===== src/rtl/prog_load_ctrl_pkg.sv =====
`default_nettype none
// ============================================================================
//  Module      : pl_ctrl_pkg
//  Description : Shared definitions for the program-load controller: FSM
//                state encoding, word size, bubble instruction and the
//                length-legality helper used when a load is started.
//  Revision    : 1.0 - initial release
// ============================================================================
package pl_ctrl_pkg;

   localparam int STATE_W = 3;

   typedef enum logic [STATE_W-1:0] {
      S_IDLE   = 3'd0,
      S_LOAD   = 3'd1,
      S_SETTLE = 3'd2,
      S_RUN    = 3'd3,
      S_DRAIN  = 3'd4
   } state_e;

   localparam int          WORD_BYTES = 4;

   // addi x0,x0,0 - the bubble the core injects while core_hold is high
   localparam logic [31:0] NOP        = 32'h0000_0013;

   // A load length is legal when it is non-zero and fits in instruction memory
   function automatic logic len_ok(input logic [15:0] len, input int unsigned max_words);
      return (len != 16'd0) && (32'(len) <= max_words);
   endfunction

endpackage
`default_nettype wire


===== src/rtl/prog_load_ctrl_if.sv =====
`default_nettype none
// ============================================================================
//  Module      : prog_load_ctrl_if
//  Description : Program-word stream (valid/ready) and instruction-memory
//                load port bundled together.
//    s_valid / s_data / s_ready  : incoming program words
//    imem_we / imem_load_en      : memory write strobe and load clock enable
//    imem_addr / imem_data       : byte address and word being written
//  Modports    : slave  - the controller (sinks the stream, drives imem)
//                master - the environment (sources the stream, sees imem)
//  Revision    : 1.0 - initial release
// ============================================================================
interface prog_load_ctrl_if #(
   parameter int ADDR_W = 32
);
   logic              s_valid;
   logic [31:0]       s_data;
   logic              s_ready;
   logic              imem_we;
   logic              imem_load_en;
   logic [ADDR_W-1:0] imem_addr;
   logic [31:0]       imem_data;

   modport slave (
      input  s_valid, s_data,
      output s_ready, imem_we, imem_load_en, imem_addr, imem_data
   );

   modport master (
      output s_valid, s_data,
      input  s_ready, imem_we, imem_load_en, imem_addr, imem_data
   );
endinterface
`default_nettype wire


===== src/rtl/prog_load_ctrl_cycle_counter.sv =====
`default_nettype none
// ============================================================================
//  Module      : cycle_counter
//  Description : Loadable down-counter that saturates at zero and flags the
//                terminal count.
//    clk, rst    : clock, synchronous active-low reset
//    i_load      : load i_load_val (has priority over i_en)
//    i_en        : decrement by one while non-zero
//    o_tc        : high while the count is zero
//  Revision    : 1.0 - initial release
// ============================================================================
module cycle_counter #(
   parameter int WIDTH = 4
) (
   input  wire logic             clk,
   input  wire logic             rst,
   input  wire logic             i_load,
   input  wire logic [WIDTH-1:0] i_load_val,
   input  wire logic             i_en,
   output logic                  o_tc
);

   logic [WIDTH-1:0] r_count;

   always_ff @(posedge clk) begin
      if (!rst) begin
         r_count <= '0;
      end else if (i_load) begin
         r_count <= i_load_val;
      end else if (i_en && (r_count != '0)) begin
         r_count <= r_count - WIDTH'(1);
      end
   end

   assign o_tc = (r_count == '0);

endmodule
`default_nettype wire


===== src/rtl/prog_load_ctrl.sv =====
`default_nettype none
// ============================================================================
//  Module      : prog_load_ctrl
//  Description : Boot/run sequencer for the 5-stage RV core. Streams a
//                program into instruction memory while the core is held in
//                reset, settles the pipeline, runs, and drains on halt.
//    clk, rst         : clock, synchronous active-low reset
//    i_start          : pulse; begin loading i_cfg_len words (ignored if busy)
//    i_cfg_len        : number of words to load
//    bus              : program stream in, instruction-memory port out
//    i_halt_req       : level; stop the core
//    o_core_rst       : active-high core reset
//    o_core_hold      : freeze fetch / inject bubbles
//    o_busy           : not idle
//    o_done           : one-cycle pulse when the drain completes
//    o_err            : sticky error (bad length or inter-word timeout)
//    o_words_loaded   : words written since the last accepted start
//  Revision    : 1.0 - initial release
// ============================================================================
module prog_load_ctrl
   import pl_ctrl_pkg::*;
#(
   parameter int                ADDR_W     = 32,
   parameter logic [ADDR_W-1:0] BASE_ADDR  = '0,
   parameter int unsigned       MAX_WORDS  = 1024,
   parameter int                PIPE_DEPTH = 5,
   parameter int                TIMEOUT    = 65535
) (
   input  wire logic           clk,
   input  wire logic           rst,
   input  wire logic           i_start,
   input  wire logic [15:0]    i_cfg_len,
   prog_load_ctrl_if.slave     bus,
   input  wire logic           i_halt_req,
   output logic                o_core_rst,
   output logic                o_core_hold,
   output logic                o_busy,
   output logic                o_done,
   output logic                o_err,
   output logic [15:0]         o_words_loaded
);

   localparam int PD_W = $clog2(PIPE_DEPTH + 1);
   localparam int TO_W = $clog2(TIMEOUT + 1);

   state_e            r_state;
   state_e            w_next;

   logic [15:0]       r_len;
   logic [15:0]       r_words;
   logic [ADDR_W-1:0] r_next_addr;
   logic [ADDR_W-1:0] r_imem_addr;
   logic [31:0]       r_imem_data;
   logic              r_imem_we;
   logic              r_done;
   logic              r_err;

   logic              w_s_ready;
   logic              w_accept;
   logic              w_last;
   logic              w_start_ok;
   logic              w_len_err;
   logic              w_timeout;
   logic              w_core_rst;
   logic              w_core_hold;

   logic              w_pd_load;
   logic              w_pd_en;
   logic              w_pd_tc;
   logic              w_to_load;
   logic              w_to_en;
   logic              w_to_tc;

   assign w_s_ready  = (r_state == S_LOAD);
   assign w_accept   = bus.s_valid & w_s_ready;
   assign w_last     = w_accept && ((r_words + 16'd1) == r_len);
   assign w_start_ok = i_start && len_ok(i_cfg_len, MAX_WORDS);

   // ------------------------------------------------------------------
   // State register
   // ------------------------------------------------------------------
   always_ff @(posedge clk) begin
      if (!rst) begin
         r_state <= S_IDLE;
      end else begin
         r_state <= w_next;
      end
   end

   // ------------------------------------------------------------------
   // Next state and core control
   // ------------------------------------------------------------------
   always_comb begin
      w_next      = r_state;
      w_core_rst  = 1'b1;
      w_core_hold = 1'b0;
      w_len_err   = 1'b0;
      w_timeout   = 1'b0;
      case (r_state)
         S_IDLE: begin
            if (i_start) begin
               if (w_start_ok) begin
                  w_next = S_LOAD;
               end else begin
                  w_len_err = 1'b1;
               end
            end
         end
         S_LOAD: begin
            if (w_last) begin
               w_next = S_SETTLE;
            end else if (!w_accept && w_to_tc) begin
               w_timeout = 1'b1;
               w_next    = S_IDLE;
            end
         end
         S_SETTLE: begin
            w_core_hold = 1'b1;
            if (w_pd_tc) begin
               w_next = S_RUN;
            end
         end
         S_RUN: begin
            w_core_rst = 1'b0;
            if (i_halt_req) begin
               w_next = S_DRAIN;
            end
         end
         S_DRAIN: begin
            w_core_rst  = 1'b0;
            w_core_hold = 1'b1;
            if (w_pd_tc) begin
               w_next = S_IDLE;
            end
         end
         default: begin
            w_next = S_IDLE;
         end
      endcase
   end

   // ------------------------------------------------------------------
   // Settle/drain counter: loaded with PIPE_DEPTH-1 on entry so the
   // terminal count lands on the last of PIPE_DEPTH cycles.
   // ------------------------------------------------------------------
   assign w_pd_load = ((w_next == S_SETTLE) && (r_state != S_SETTLE)) ||
                      ((w_next == S_DRAIN)  && (r_state != S_DRAIN));
   assign w_pd_en   = (r_state == S_SETTLE) || (r_state == S_DRAIN);

   cycle_counter #(
      .WIDTH (PD_W)
   ) u_pd_cnt (
      .clk        (clk),
      .rst        (rst),
      .i_load     (w_pd_load),
      .i_load_val (PD_W'(PIPE_DEPTH - 1)),
      .i_en       (w_pd_en),
      .o_tc       (w_pd_tc)
   );

   // ------------------------------------------------------------------
   // Inter-word timeout: reloaded on LOAD entry and every accept; the
   // timeout fires on the TIMEOUT-th consecutive idle LOAD cycle.
   // ------------------------------------------------------------------
   assign w_to_load = ((w_next == S_LOAD) && (r_state != S_LOAD)) || w_accept;
   assign w_to_en   = (r_state == S_LOAD) && !w_accept;

   cycle_counter #(
      .WIDTH (TO_W)
   ) u_to_cnt (
      .clk        (clk),
      .rst        (rst),
      .i_load     (w_to_load),
      .i_load_val (TO_W'(TIMEOUT - 1)),
      .i_en       (w_to_en),
      .o_tc       (w_to_tc)
   );

   // ------------------------------------------------------------------
   // Load datapath, status flags
   // ------------------------------------------------------------------
   always_ff @(posedge clk) begin
      if (!rst) begin
         r_len       <= '0;
         r_words     <= '0;
         r_next_addr <= BASE_ADDR;
         r_imem_addr <= BASE_ADDR;
         r_imem_data <= '0;
         r_imem_we   <= 1'b0;
         r_done      <= 1'b0;
         r_err       <= 1'b0;
      end else begin
         r_imem_we <= 1'b0;
         r_done    <= (r_state == S_DRAIN) && (w_next == S_IDLE);

         if ((r_state == S_IDLE) && w_start_ok) begin
            r_len       <= i_cfg_len;
            r_words     <= '0;
            r_next_addr <= BASE_ADDR;
            r_err       <= 1'b0;
         end

         if (w_len_err || w_timeout) begin
            r_err <= 1'b1;
         end

         if (w_accept) begin
            r_imem_we   <= 1'b1;
            r_imem_addr <= r_next_addr;
            r_imem_data <= bus.s_data;
            r_next_addr <= r_next_addr + ADDR_W'(WORD_BYTES);
            r_words     <= r_words + 16'd1;
         end
      end
   end

   assign bus.s_ready      = w_s_ready;
   assign bus.imem_we      = r_imem_we;
   assign bus.imem_load_en = r_imem_we;
   assign bus.imem_addr    = r_imem_addr;
   assign bus.imem_data    = r_imem_data;

   assign o_core_rst     = w_core_rst;
   assign o_core_hold    = w_core_hold;
   assign o_busy         = (r_state != S_IDLE);
   assign o_done         = r_done;
   assign o_err          = r_err;
   assign o_words_loaded = r_words;

endmodule
`default_nettype wire


===== src/flat_wrapper.sv =====
// flat-port wrapper written by rule: the top's interface ports become plain ports
module prog_load_ctrl_flat import pl_ctrl_pkg::*;
#(
   parameter int                ADDR_W     = 32,
   parameter logic [ADDR_W-1:0] BASE_ADDR  = '0,
   parameter int unsigned       MAX_WORDS  = 1024,
   parameter int                PIPE_DEPTH = 5,
   parameter int                TIMEOUT    = 65535
)
  (clk, rst, i_start, i_cfg_len, i_halt_req, o_core_rst, o_core_hold, o_busy, o_done, o_err, o_words_loaded, bus_s_valid, bus_s_data, bus_s_ready, bus_imem_we, bus_imem_load_en, bus_imem_addr, bus_imem_data);
  prog_load_ctrl_if #(.ADDR_W(ADDR_W)) bus_i ();
  input  wire logic clk;
  input  wire logic rst;
  input  wire logic i_start;
  input  wire logic [15:0] i_cfg_len;
  input  wire logic i_halt_req;
  output logic o_core_rst;
  output logic o_core_hold;
  output logic o_busy;
  output logic o_done;
  output logic o_err;
  output logic [15:0] o_words_loaded;
  input wire logic [$bits(bus_i.s_valid)-1:0] bus_s_valid;
  input wire logic [$bits(bus_i.s_data)-1:0] bus_s_data;
  output wire logic [$bits(bus_i.s_ready)-1:0] bus_s_ready;
  output wire logic [$bits(bus_i.imem_we)-1:0] bus_imem_we;
  output wire logic [$bits(bus_i.imem_load_en)-1:0] bus_imem_load_en;
  output wire logic [$bits(bus_i.imem_addr)-1:0] bus_imem_addr;
  output wire logic [$bits(bus_i.imem_data)-1:0] bus_imem_data;
  assign bus_i.s_valid = bus_s_valid;
  assign bus_i.s_data = bus_s_data;
  assign bus_s_ready = bus_i.s_ready;
  assign bus_imem_we = bus_i.imem_we;
  assign bus_imem_load_en = bus_i.imem_load_en;
  assign bus_imem_addr = bus_i.imem_addr;
  assign bus_imem_data = bus_i.imem_data;
  prog_load_ctrl #(.ADDR_W(ADDR_W), .BASE_ADDR(BASE_ADDR), .MAX_WORDS(MAX_WORDS), .PIPE_DEPTH(PIPE_DEPTH), .TIMEOUT(TIMEOUT)) u_core (.clk(clk), .rst(rst), .i_start(i_start), .i_cfg_len(i_cfg_len), .bus(bus_i), .i_halt_req(i_halt_req), .o_core_rst(o_core_rst), .o_core_hold(o_core_hold), .o_busy(o_busy), .o_done(o_done), .o_err(o_err), .o_words_loaded(o_words_loaded));
endmodule

===== config.mk =====
export PLATFORM = sky130hd
export DESIGN_NAME = prog_load_ctrl_flat
export DESIGN_NICKNAME = d
export VERILOG_FILES = /design/src/rtl/prog_load_ctrl_pkg.sv /design/src/rtl/prog_load_ctrl_if.sv /design/src/rtl/prog_load_ctrl_cycle_counter.sv /design/src/rtl/prog_load_ctrl.sv /design/src/flat_wrapper.sv
export SDC_FILE = /design/constraint.sdc
export NUM_CORES = 1
export LEC_CHECK = 0
export CORE_MARGIN = 2
export CORE_UTILIZATION = 35
export CTS_BUF_LIST = sky130_fd_sc_hd__clkbuf_4 sky130_fd_sc_hd__clkbuf_8 sky130_fd_sc_hd__clkbuf_16
export CTS_CLUSTER_DIAMETER = 50
export DETAILED_ROUTE_END_ITERATION = 8
export PLACE_DENSITY = 0.65
export SLEW_MARGIN = 20
export SYNTH_ARGS = -nofsm -noshare
export SYNTH_HDL_FRONTEND = slang
export SYNTH_SLANG_ARGS = --single-unit

===== constraint.sdc =====
create_clock -name clk -period 2.76 [get_ports clk]
set_input_delay 0.276 -clock clk [delete_from_list [all_inputs] [get_ports clk]]
set_output_delay 0.276 -clock clk [all_outputs]
set_load 0.1 [all_outputs]

Word-level counts from Yosys, hierarchy flattened
Cells that the tools add are included.
{"block": "op_classes", "add_sub_neg": 4, "n_lt_le_gt_ge": 1, "eq_ne": 11, "muxes": 27, "n_bitwise": 2, "reduce_logical": 33}
{"cell": "$mux 16", "n": 4}
{"cell": "$mux 32", "n": 2}
{"cell": "$add 32x3->32 const B", "n": 1}
{"cell": "$reduce_bool 16->1", "n": 2}
{"cell": "$mux 3", "n": 9}
{"cell": "$add 16x1->16 const B", "n": 1}
{"cell": "$eq 16x16->1", "n": 1}
{"cell": "$le 16x11->1 const B", "n": 1}
{"cell": "$logic_not 16->1", "n": 1}
{"cell": "$sub 16x1->16 const B", "n": 1}
{"cell": "$pmux 3 s5", "n": 1}
{"cell": "$logic_and 1x1->1", "n": 12}
{"cell": "$mux 1", "n": 11}
{"cell": "$eq 3x2->1 const B", "n": 3}
{"cell": "$logic_not 3->1", "n": 3}
{"cell": "$reduce_bool 2->1", "n": 4}
{"cell": "$reduce_or 2->1", "n": 4}
{"cell": "$eq 3x1->1 const B", "n": 2}
{"cell": "$eq 3x3->1 const B", "n": 2}
{"cell": "$reduce_bool 3->1", "n": 2}
{"cell": "$logic_or 1x1->1", "n": 4}
{"cell": "$ne 3x1->1 const B", "n": 1}
{"cell": "$ne 3x2->1 const B", "n": 1}
{"cell": "$ne 3x3->1 const B", "n": 1}
{"cell": "4 further kinds", "n": 4}
{"block": "totals", "regBits": 153, "inputBits": 53}

Depth between registers and ports, before layout
Gate-level depths: netlist of the first run.
{"block": "depth", "ltp_word": 11, "ltp_mapped": 9, "mapped_depth_nobuf": 8}

By module
From an unflattened synthesis of the first run, not the netlist that was laid out.
{"block": "unflattened", "cells_unflattened": 865, "hier_area_um2": 7095.6}
{"mod": "prog_load_ctrl", "n_inst": 1, "cells_each": 730, "area_each_um2": 5988.2}
{"mod": "cycle_counter at u_core.u_to_cnt", "n_inst": 1, "cells_each": 114, "area_each_um2": 922.1}
{"mod": "cycle_counter at u_core.u_pd_cnt", "n_inst": 1, "cells_each": 21, "area_each_um2": 185.2}

Worst setup path before layout of the first run
Ideal clock, no wire load.
{"block": "synth_timing", "path_type": "register -> register", "startpoint": "reg u_core.r_state[0]", "endpoint": "reg u_core.r_state[0]", "setup_ns": 0.122, "arrival_ns": 3.087, "slack_ns": -0.449, "path_stages_with_launch": 8, "path_cell_list": "dfxtp_1 buf_2 nor3b_2 nand2_1 nor4_1 nand4_1 or2_1 o311a_1"}
{"block": "synth_via", "elab_chain_len": 7}
{"element": "start: declaration", "line_no": "prog_load_ctrl.sv:46", "source": "state_e r_state;"}
{"element": "start signal: assignment", "line_no": "prog_load_ctrl.sv:86", "source": "r_state <= w_next;"}
{"element": "$eq 3x1->1 (*)", "line_no": "prog_load_ctrl.sv:74", "source": "assign w_s_ready = (r_state == S_LOAD);"}
{"element": "named net bus_s_ready", "line_no": "flat_wrapper.sv:25", "source": "output wire logic [$bits(bus_i.s_ready)-1:0] bus_s_ready;"}
{"element": "$and 1x1->1", "line_no": "prog_load_ctrl.sv:75", "source": "assign w_accept = bus.s_valid & w_s_ready;"}
{"element": "$logic_not 1->1", "line_no": "prog_load_ctrl.sv:112", "source": "end else if (!w_accept && w_to_tc) begin"}
{"element": "$logic_and 1x1->1", "line_no": "prog_load_ctrl.sv:112"}
{"element": "$mux 3", "line_no": "prog_load_ctrl.sv:112"}
{"element": "$mux 3", "line_no": "prog_load_ctrl.sv:110", "source": "if (w_last) begin"}
{"element": "$pmux 3 s5 (*)", "line_no": "prog_load_ctrl.sv:99", "source": "case (r_state)"}
Mark *: on every way through the listed nets, which the timed path passes. The rest lies on a longest branch.
A chain may end at the register's enable or synchronous reset.

Worst setup path in the final report of the first run
{"block": "layout_timing", "startpoint": "reg u_core.r_words[0] (netlist: u_core.o_words_loaded[0])", "endpoint": "reg u_core.r_state[0]"}
{"block": "layout_via", "elab_chain_len": 5}
{"element": "start: declaration", "line_no": "prog_load_ctrl.sv:50", "source": "logic [15:0] r_words;"}
{"element": "start signal: assignment", "line_no": "prog_load_ctrl.sv:212", "source": "r_words <= r_words + 16'd1;"}
{"element": "$add 16x1->16", "line_no": "prog_load_ctrl.sv:76", "source": "assign w_last = w_accept && ((r_words + 16'd1) == r_len);"}
{"element": "$eq 16x16->1", "line_no": "prog_load_ctrl.sv:76"}
{"element": "$logic_and 1x1->1", "line_no": "prog_load_ctrl.sv:76"}
{"element": "$mux 3", "line_no": "prog_load_ctrl.sv:110"}
{"element": "$pmux 3 s5", "line_no": "prog_load_ctrl.sv:99"}
No other way between the ends.

==> results of run 1 <==
==> what timing repair did <==
action,4_1_cts,5_1_grt
gates resized for setup,0,2
setup endpoints to repair,0,2
endpoints found under the hold margin,0,0
==> per-layer routing <==
metal	wire length [um]	up-vias	GRT usage	share of wire
li1	-	3196	-	-
met2	7850	164	0.281	0.45
met5	0	-	0	0
met3	1200	12	0.0617	0.069
met4	139	0	0.0406	0.0080
met1	8100	2973	0.229	0.47
==> synth_stat cells (3+ instances only) <==
| cell | n | share of area |
|---|---|---|
| and4_1 | 5 | 0.0065 |
| nor3_1 | 15 | 0.011 |
| or2_2 | 4 | 0.0037 |
| clkbuf_1 | 46 | 0.026 |
| nor2_1 | 59 | 0.033 |
| dfxtp_1 | 149 | 0.44 |
| ha_1 | 5 | 0.0093 |
| nand3_1 | 26 | 0.019 |
| nand2_1 | 171 | 0.095 |
| or3_1 | 15 | 0.014 |
| o21ai_0 | 30 | 0.022 |
| nand2b_1 | 4 | 0.0037 |
| nor4_1 | 15 | 0.014 |
| xnor2_1 | 29 | 0.038 |
| o21a_1 | 5 | 0.0056 |
| buf_4 | 3 | 0.0033 |
| a21oi_1 | 117 | 0.087 |
| inv_1 | 12 | 0.0067 |
| mux2i_1 | 12 | 0.018 |
| nand3b_1 | 7 | 0.0078 |
| o211ai_1 | 6 | 0.0067 |
| a31oi_1 | 8 | 0.0074 |
| mux2_2 | 3 | 0.0050 |
| buf_2 | 5 | 0.0037 |
| and2_1 | 11 | 0.010 |
| nor2b_1 | 5 | 0.0046 |
| nand4_1 | 13 | 0.012 |
| xor2_1 | 15 | 0.019 |
| nor3b_1 | 3 | 0.0033 |
| and3_1 | 14 | 0.013 |
| nor4_2 | 3 | 0.0056 |
==> layout make-up <==
cell class              count  area, um2
flip-flops and latches    149       3000
multi-input cells         634       3540
repair buffers            159       1360
clock inverters            14        165
inverters                  12       47.5
well taps                 260        325
fillers                  1869       9950
clock buffers              18        439
==> flip-flops by register name, indices dropped and copies added, names as in the netlist <==
signal	flops
u_core.bus.imem_data	32
u_core.bus.imem_addr	30
u_core.r_next_addr	30
u_core.o_words_loaded	16
u_core.r_len	16
u_core.u_to_cnt.r_count	16
u_core.r_state	3
u_core.u_pd_cnt.r_count	3
u_core.bus.imem_load_en	1
u_core.o_done	1
u_core.o_err	1
==> critical path: stages (launching register included) <==
cell	delay, ns
dfxtp_2	0.43
ha_1	0.31
nand3_4	0.17
or4_4	0.55
xnor2_2	0.22
nand4_1	0.19
or2_1	0.31
o311a_1	0.29
==> how the worst max path moves through the flow <==
| stage | end | slack, ns | cells after the start |
|---|---|---|---|
| 6_report | u_core.r_state[0] | 0.19 | 7 |
| 5_1_grt | u_core.u_pd_cnt.r_count[2] | 0.05 | 7 |
| 4_1_cts | u_core.r_state[0] | 0.06 | 7 |
| 3_5_place_dp | u_core.r_state[0] | 0.09 | 7 |
| 3_3_place_gp | u_core.r_state[0] | 0.06 | 7 |
| 2_1_floorplan | u_core.r_state[0] | 0.02 | 7 |
==> placed cells by master (no fill, tap or decap), types with 5 or more instances in the layout <==
master             n
and4_1             5
dfxtp_1          137
nand3_1           26
dfxtp_2           12
mux2i_1           12
xor2_1            15
clkbuf_16         17
clkdlybuf4s50_1   52
or3_1             15
nor3_1            15
o21a_1             5
and2_1            10
a21oi_1          117
inv_1             11
o211ai_1           6
buf_4            104
a31oi_1            8
nand2_1          170
nor2_1            59
nor2b_1            5
xnor2_1           28
nand4_1           13
ha_1               5
o21ai_0           30
and3_1            14
nand3b_1           7
nor4_1            15
inv_6              6
==> kinds of logic (layout without fill, tap and decap cells) <==
logic type / after synthesis / after routing / synth area share
AOI/OAI and AO/OA: 186 / 186 / 0.153
xor gates and xnor gates: 44 / 44 / 0.0570
adders and majority gates: 5 / 5 / 0.00925
buffers and inverters: 67 / 203 / 0.0400
DFF: 149 / 149 / 0.441
muxes: 15 / 15 / 0.0228
other: 1 / 2 / 0.000555
and+or+nand+nor: 382 / 382 / 0.276
==> through the flow <==
step	setup WS (ns)	power [mW]	hold WS (ns)	area [um2]
2_1_floorplan	0.0201	2.29	0.408	6790
3_3_place_gp	0.0597	2.40	0.442	8260
3_5_place_dp	0.0873	2.40	0.447	8260
4_1_cts	0.0622	4.78	0.378	8860
5_1_grt	0.0454	4.89	0.386	8880
6_report	0.193	4.73	0.391	8880
==> report_power, final <==
| group | internal [mW] | total [mW] | switching (mW) |
|---|---|---|---|
| Combinational | 0.0886 | 0.192 | 0.103 |
| Sequential | 2.15 | 2.16 | 0.00438 |
| Clock | 1.38 | 2.38 | 0.997 |
| Total | 3.63 | 4.73 | 1.10 |
==> qor.yml, run 1 <==
run_status:
  outcome: "finished, final reports clean"
route:
  avgViaCountPerCell: 5.09
  routed_wire_length_per_instance_um: 13.9
  detailroute.via_count: 6345
  post-route-drc-count: 0
  drt-pass1-iter-count: 5
  antenna_violating_nets_post_route: 0
  totalWireLength_um: 17300
  first_iter_violations: 401
timing:
  worst_slew_pin_slew_ns: 0.655
  hold_violations: 0
  final-max-slew-violation-count: 0
  max_slew_margin: 0.558
  grt_setup_unrepaired: "false"
  post-route-period-util: 0.930
  report.final.setup_viol: 0
  clock.fmax_ghz: 0.390
  tns_ns: 0
  layout_min_cycle_time_ns: 2.57
  finalClockSkew_ns: 0.0112
worst_setup_path:
  cp_data_arrival_time_ns: 2.88
  crit_path_end_kind: "register"
  r2r_slack_ns: 0.19
  critical_path_rt_ns: 3.07
  crit_path_start_kind: "register"
  critPathKind: "register to register"
  r2r-end: "u_core.r_state[0]"
  reg2regPathDepth: 7
  timing.critical_path.from: "u_core.o_words_loaded[0]"
  critical_path.reg2reg.startpoint: "u_core.o_words_loaded[0]"
  worstPathMaxFanout: 10
synth:
  post_synthesis_register_bit_count: 149
  syn-cell-area_um2: 6760
  synth_async_sr_flop_share: 0
  ys_types: 56
  syn_inst: 849
  synth-edff-count: 0
  synth-main-ff-cell: "dfxtp_1"
  synth-warning-count: 0
  syn-mean-instance-area_um2: 7.96
  synth_sequential_area_ratio: 0.441
hold_path:
  hp_start: "bus_s_data[7]"
  hold_depth: 3
  hold_path_end: "u_core.bus.imem_data[7]"
  holdCritPathClass: "input pin to register"
grt:
  grt.overflow.total: 0
  global_route_wire_length_before_repair_um: 29300
  grt_antenna_before_repair: 0
  via_count_of_the_first_global_routing_pass: 6029
  pin_count_of_the_biggest_net_entering_global_routing: 64
  grt_usage: 0.176
job:
  max_cap_violations: 0
floorplanning:
  placeable_core_region_um2: 18800
  rows: 50
  dieArea_um2: 20400
  fp.dieH_um: 143
  design.portCount: 141
  initial_utilization: 0.359
  die-width_um: 143
placement:
  detailed_place_hpwl_um: 11800
  number_of_i_o_port_buffers: 138
  gp_routability_congestion: 0.783
  post-place-cells: 1214
clock_network:
  clk_pin_slew_ns: 0.06
  cts.hold.buffers_added: 0
  postCtsSetupRepairBufs: 0
  number_of_buffers_created_by_cts: 17
  cts_tree: "done"
  htreeDepth: 4
  clk_path_buf_depth: 2
  clock-root-buffer: "clkbuf_16"
  worstSkewPairLatency_ns: 0.43
  cts_num_sinks: 149
cells_and_area:
  drive_above_1_share: 0.173
  layout.nets: 1031
  diode_insertion_count_for_antenna_repair: 0
  synthToLayoutAreaGrowth_pct: 31.3
  layoutNonFillerInstCount: 1246
  final_core_utilization: 0.471
power_and_ir_drop:
  max-vdd-ir-drop_mv: 0.468
  p_per_area_nw_per_um2: 533
  p_leak_nw: 3.33
(Power assumes the default switching activity.)
==> run 2: changes to the inputs <==
--- a/config.mk
+++ b/config.mk
@@ -7,7 +7,7 @@
 export LEC_CHECK = 0
 export CORE_MARGIN = 2
 export CORE_UTILIZATION = 35
-export CTS_BUF_LIST = sky130_fd_sc_hd__clkbuf_4 sky130_fd_sc_hd__clkbuf_8 sky130_fd_sc_hd__clkbuf_16
+export CTS_BUF_LIST = sky130_fd_sc_hd__clkbuf_4
 export CTS_CLUSTER_DIAMETER = 50
 export DETAILED_ROUTE_END_ITERATION = 8
 export PLACE_DENSITY = 0.65
==> run 2 against run 1 <==
Global-route usage decreased by 0.24 points. Setup slack improved by 0.013 ns. Design area down 3.5%.
==> qor.yml, run 2 (same netlist as run 1, synthesis figures left out) <==
worst_setup_path:
  crit_path_start_kind: "register"
  cp_data_arrival_time_ns: 3.02  # +0.14 ns
  critical_path_rt_ns: 3.22  # +0.15 ns
  worstPathMaxFanout: 10  # unchanged
  crit_path_end_kind: "register"
  crit_slowest_cell: "or4_4"
  reg2regPathDepth: 7  # unchanged
  max_stage_delay_ns: 0.53  # -0.02 ns
  crit_chain: "ha_2 > nand3_4 > or4_4 > xnor2_1 > nand4_1 > or2_1 > o311a_1"
  critPathKind: "register to register"
power_and_ir_drop:
  max-vdd-ir-drop_mv: 0.287  # -39%
  total_power_mw: 3.79  # -20%
  p_per_area_nw_per_um2: 442  # -17%
  p_leak_nw: 3.19  # -4.3%
placement:
  post-place-cells: 1214  # unchanged
  detailed_place_hpwl_um: 11800  # unchanged
  number_of_i_o_port_buffers: 138  # unchanged
  gp_routability_congestion: 0.783  # unchanged
  dp_slack_ns: 0.0873  # unchanged
  placed_cell_area_um2: 8260  # unchanged
hold_path:
  hold_depth: 3  # unchanged
  holdCritPathClass: "input pin to register"
timing:
  tns_ns: 0  # unchanged
  report.final.setup_viol: 0  # unchanged
  whs_ns: 0.237  # -0.154 ns
  finalClockSkew_ns: 0.0304  # +0.0193 ns
  layout_min_cycle_time_ns: 2.55  # -0.0133 ns
  max_slew_margin: 0.550  # -0.00800
  worst_slew_pin_slew_ns: 0.667  # +0.0119 ns
  final-max-slew-violation-count: 0  # unchanged
  hold_violations: 0  # unchanged
  layout_setup_ws_ns: 0.206  # +0.0133 ns
  clock.fmax_ghz: 0.392  # +0.52%
  post-route-period-util: 0.925  # -0.00484
  grt_setup_unrepaired: "false"
cells_and_area:
  layout.nets: 1031  # unchanged
  multiInputGateArea_um2: 3540  # -0.14%
  ff_latch_area_um2: 3000  # about the same
  largest_reg_flops: 32  # unchanged
  synthToLayoutAreaGrowth_pct: 26.7
  layoutNonFillerInstCount: 1246  # unchanged
  layout.cell_area.non_filler_um2: 8570  # -3.5%
  layout.cells.most_common_list: "nand2_1, dfxtp_1, a21oi_1"
  diode_insertion_count_for_antenna_repair: 0  # unchanged
  final.fill_count: 1908  # +2.1%
  layout_commonest_cell: "nand2_1"
  final_core_utilization: 0.455  # -0.0165
  drive_above_1_share: 0.172  # -0.00101
floorplanning:
  die-width_um: 143  # unchanged
  design.portCount: 141  # unchanged
  initial_utilization: 0.359  # unchanged
  dieArea_um2: 20400  # unchanged
  rows: 50  # unchanged
  placeable_core_region_um2: 18800  # unchanged
  fp.dieH_um: 143  # unchanged
job:
  max_cap_violations: 0  # unchanged
grt:
  via_count_of_the_first_global_routing_pass: 5984  # -0.75%
  grt_usage: 0.173  # -0.00241
  grt_antenna_before_repair: 0  # unchanged
  pin_count_of_the_biggest_net_entering_global_routing: 64  # unchanged
  global_route_wire_length_before_repair_um: 28900  # -1.4%
  grt.overflow.total: 0  # unchanged
clock_network:
  number_of_buffers_created_by_cts: 17  # unchanged
  post_cts_resized: 0  # unchanged
  clock-root-buffer: "clkbuf_4"
  worstSkewPairLatency_ns: 0.57  # +0.14 ns
  cts_tree: "done"
  cts_num_sinks: 149  # unchanged
  clk_pin_slew_ns: 0.14  # +0.08 ns
  htreeDepth: 4  # unchanged
  clk_path_buf_depth: 2  # unchanged
  cts.hold.buffers_added: 0  # unchanged
  postCtsSetupRepairBufs: 0  # unchanged
route:
  detailroute.via_count: 6319  # -0.41%
  first_iter_violations: 394  # -1.7%
  drt-pass1-iter-count: 5  # unchanged
  routed_wire_length_per_instance_um: 13.8  # -0.67%
  avgViaCountPerCell: 5.07  # -0.41%
  antenna_violating_nets_post_route: 0  # unchanged
  post-route-drc-count: 0  # unchanged
  totalWireLength_um: 17200  # -0.67%
run_status:
  outcome: "finished, final reports clean"
run 2: changes by cell type in the layout (fill, tap and decap cells not counted), sizes merged:
| cell | delta |
|---|---|
| clkinv | +1 |
| clkbuf | -1 |
run 2: cell type report:
| cell class | count | area share |
|---|---|---|
| inverters | 12 | 0.00555 |
| repair buffers | 159 | 0.159 |
| well taps | 260 | 0.0380 |
| flip-flops and latches | 149 | 0.350 |
| clock inverters | 15 | 0.0197 |
| clock buffers | 17 | 0.0149 |
| multi-input cells | 634 | 0.413 |
run 2: critical path, delay by kind of cell (launching register included):
family	cells	cell delay, ns
fa+ha+maj	1	0.26
compound gates	1	0.29
xor+xnor	1	0.27
simple gates	4	1.19
flops	1	0.43
run 2: metal layers:
layer  GRT usage  part of all wire  vias to the layer above
li1            -                 -                     3180
met1       0.225              0.47                     2969
met2       0.278              0.45                      157
met3      0.0594             0.068                       13
met4      0.0422            0.0079                        0
met5           0                 0                        -
run 2: worst paths after layout:
check,startpoint,slack [ns],end
setup / recovery,u_core.o_words_loaded[1],0.21,u_core.r_state[0]
hold / removal,bus_s_data[24],0.24,u_core.bus.imem_data[24]
setup reg to reg,u_core.o_words_loaded[1],0.21,u_core.r_state[0]
hold reg to reg,u_core.bus.imem_data[19],0.46,u_core.bus.imem_data[19]
run 2: power by group:
part           leakage [nW]  internal, mW  switching [mW]  total (mW)
clock network         0.154         0.561           0.878        1.44
logic                  1.83        0.0886           0.103       0.192
registers              1.21          2.15         0.00437        2.16
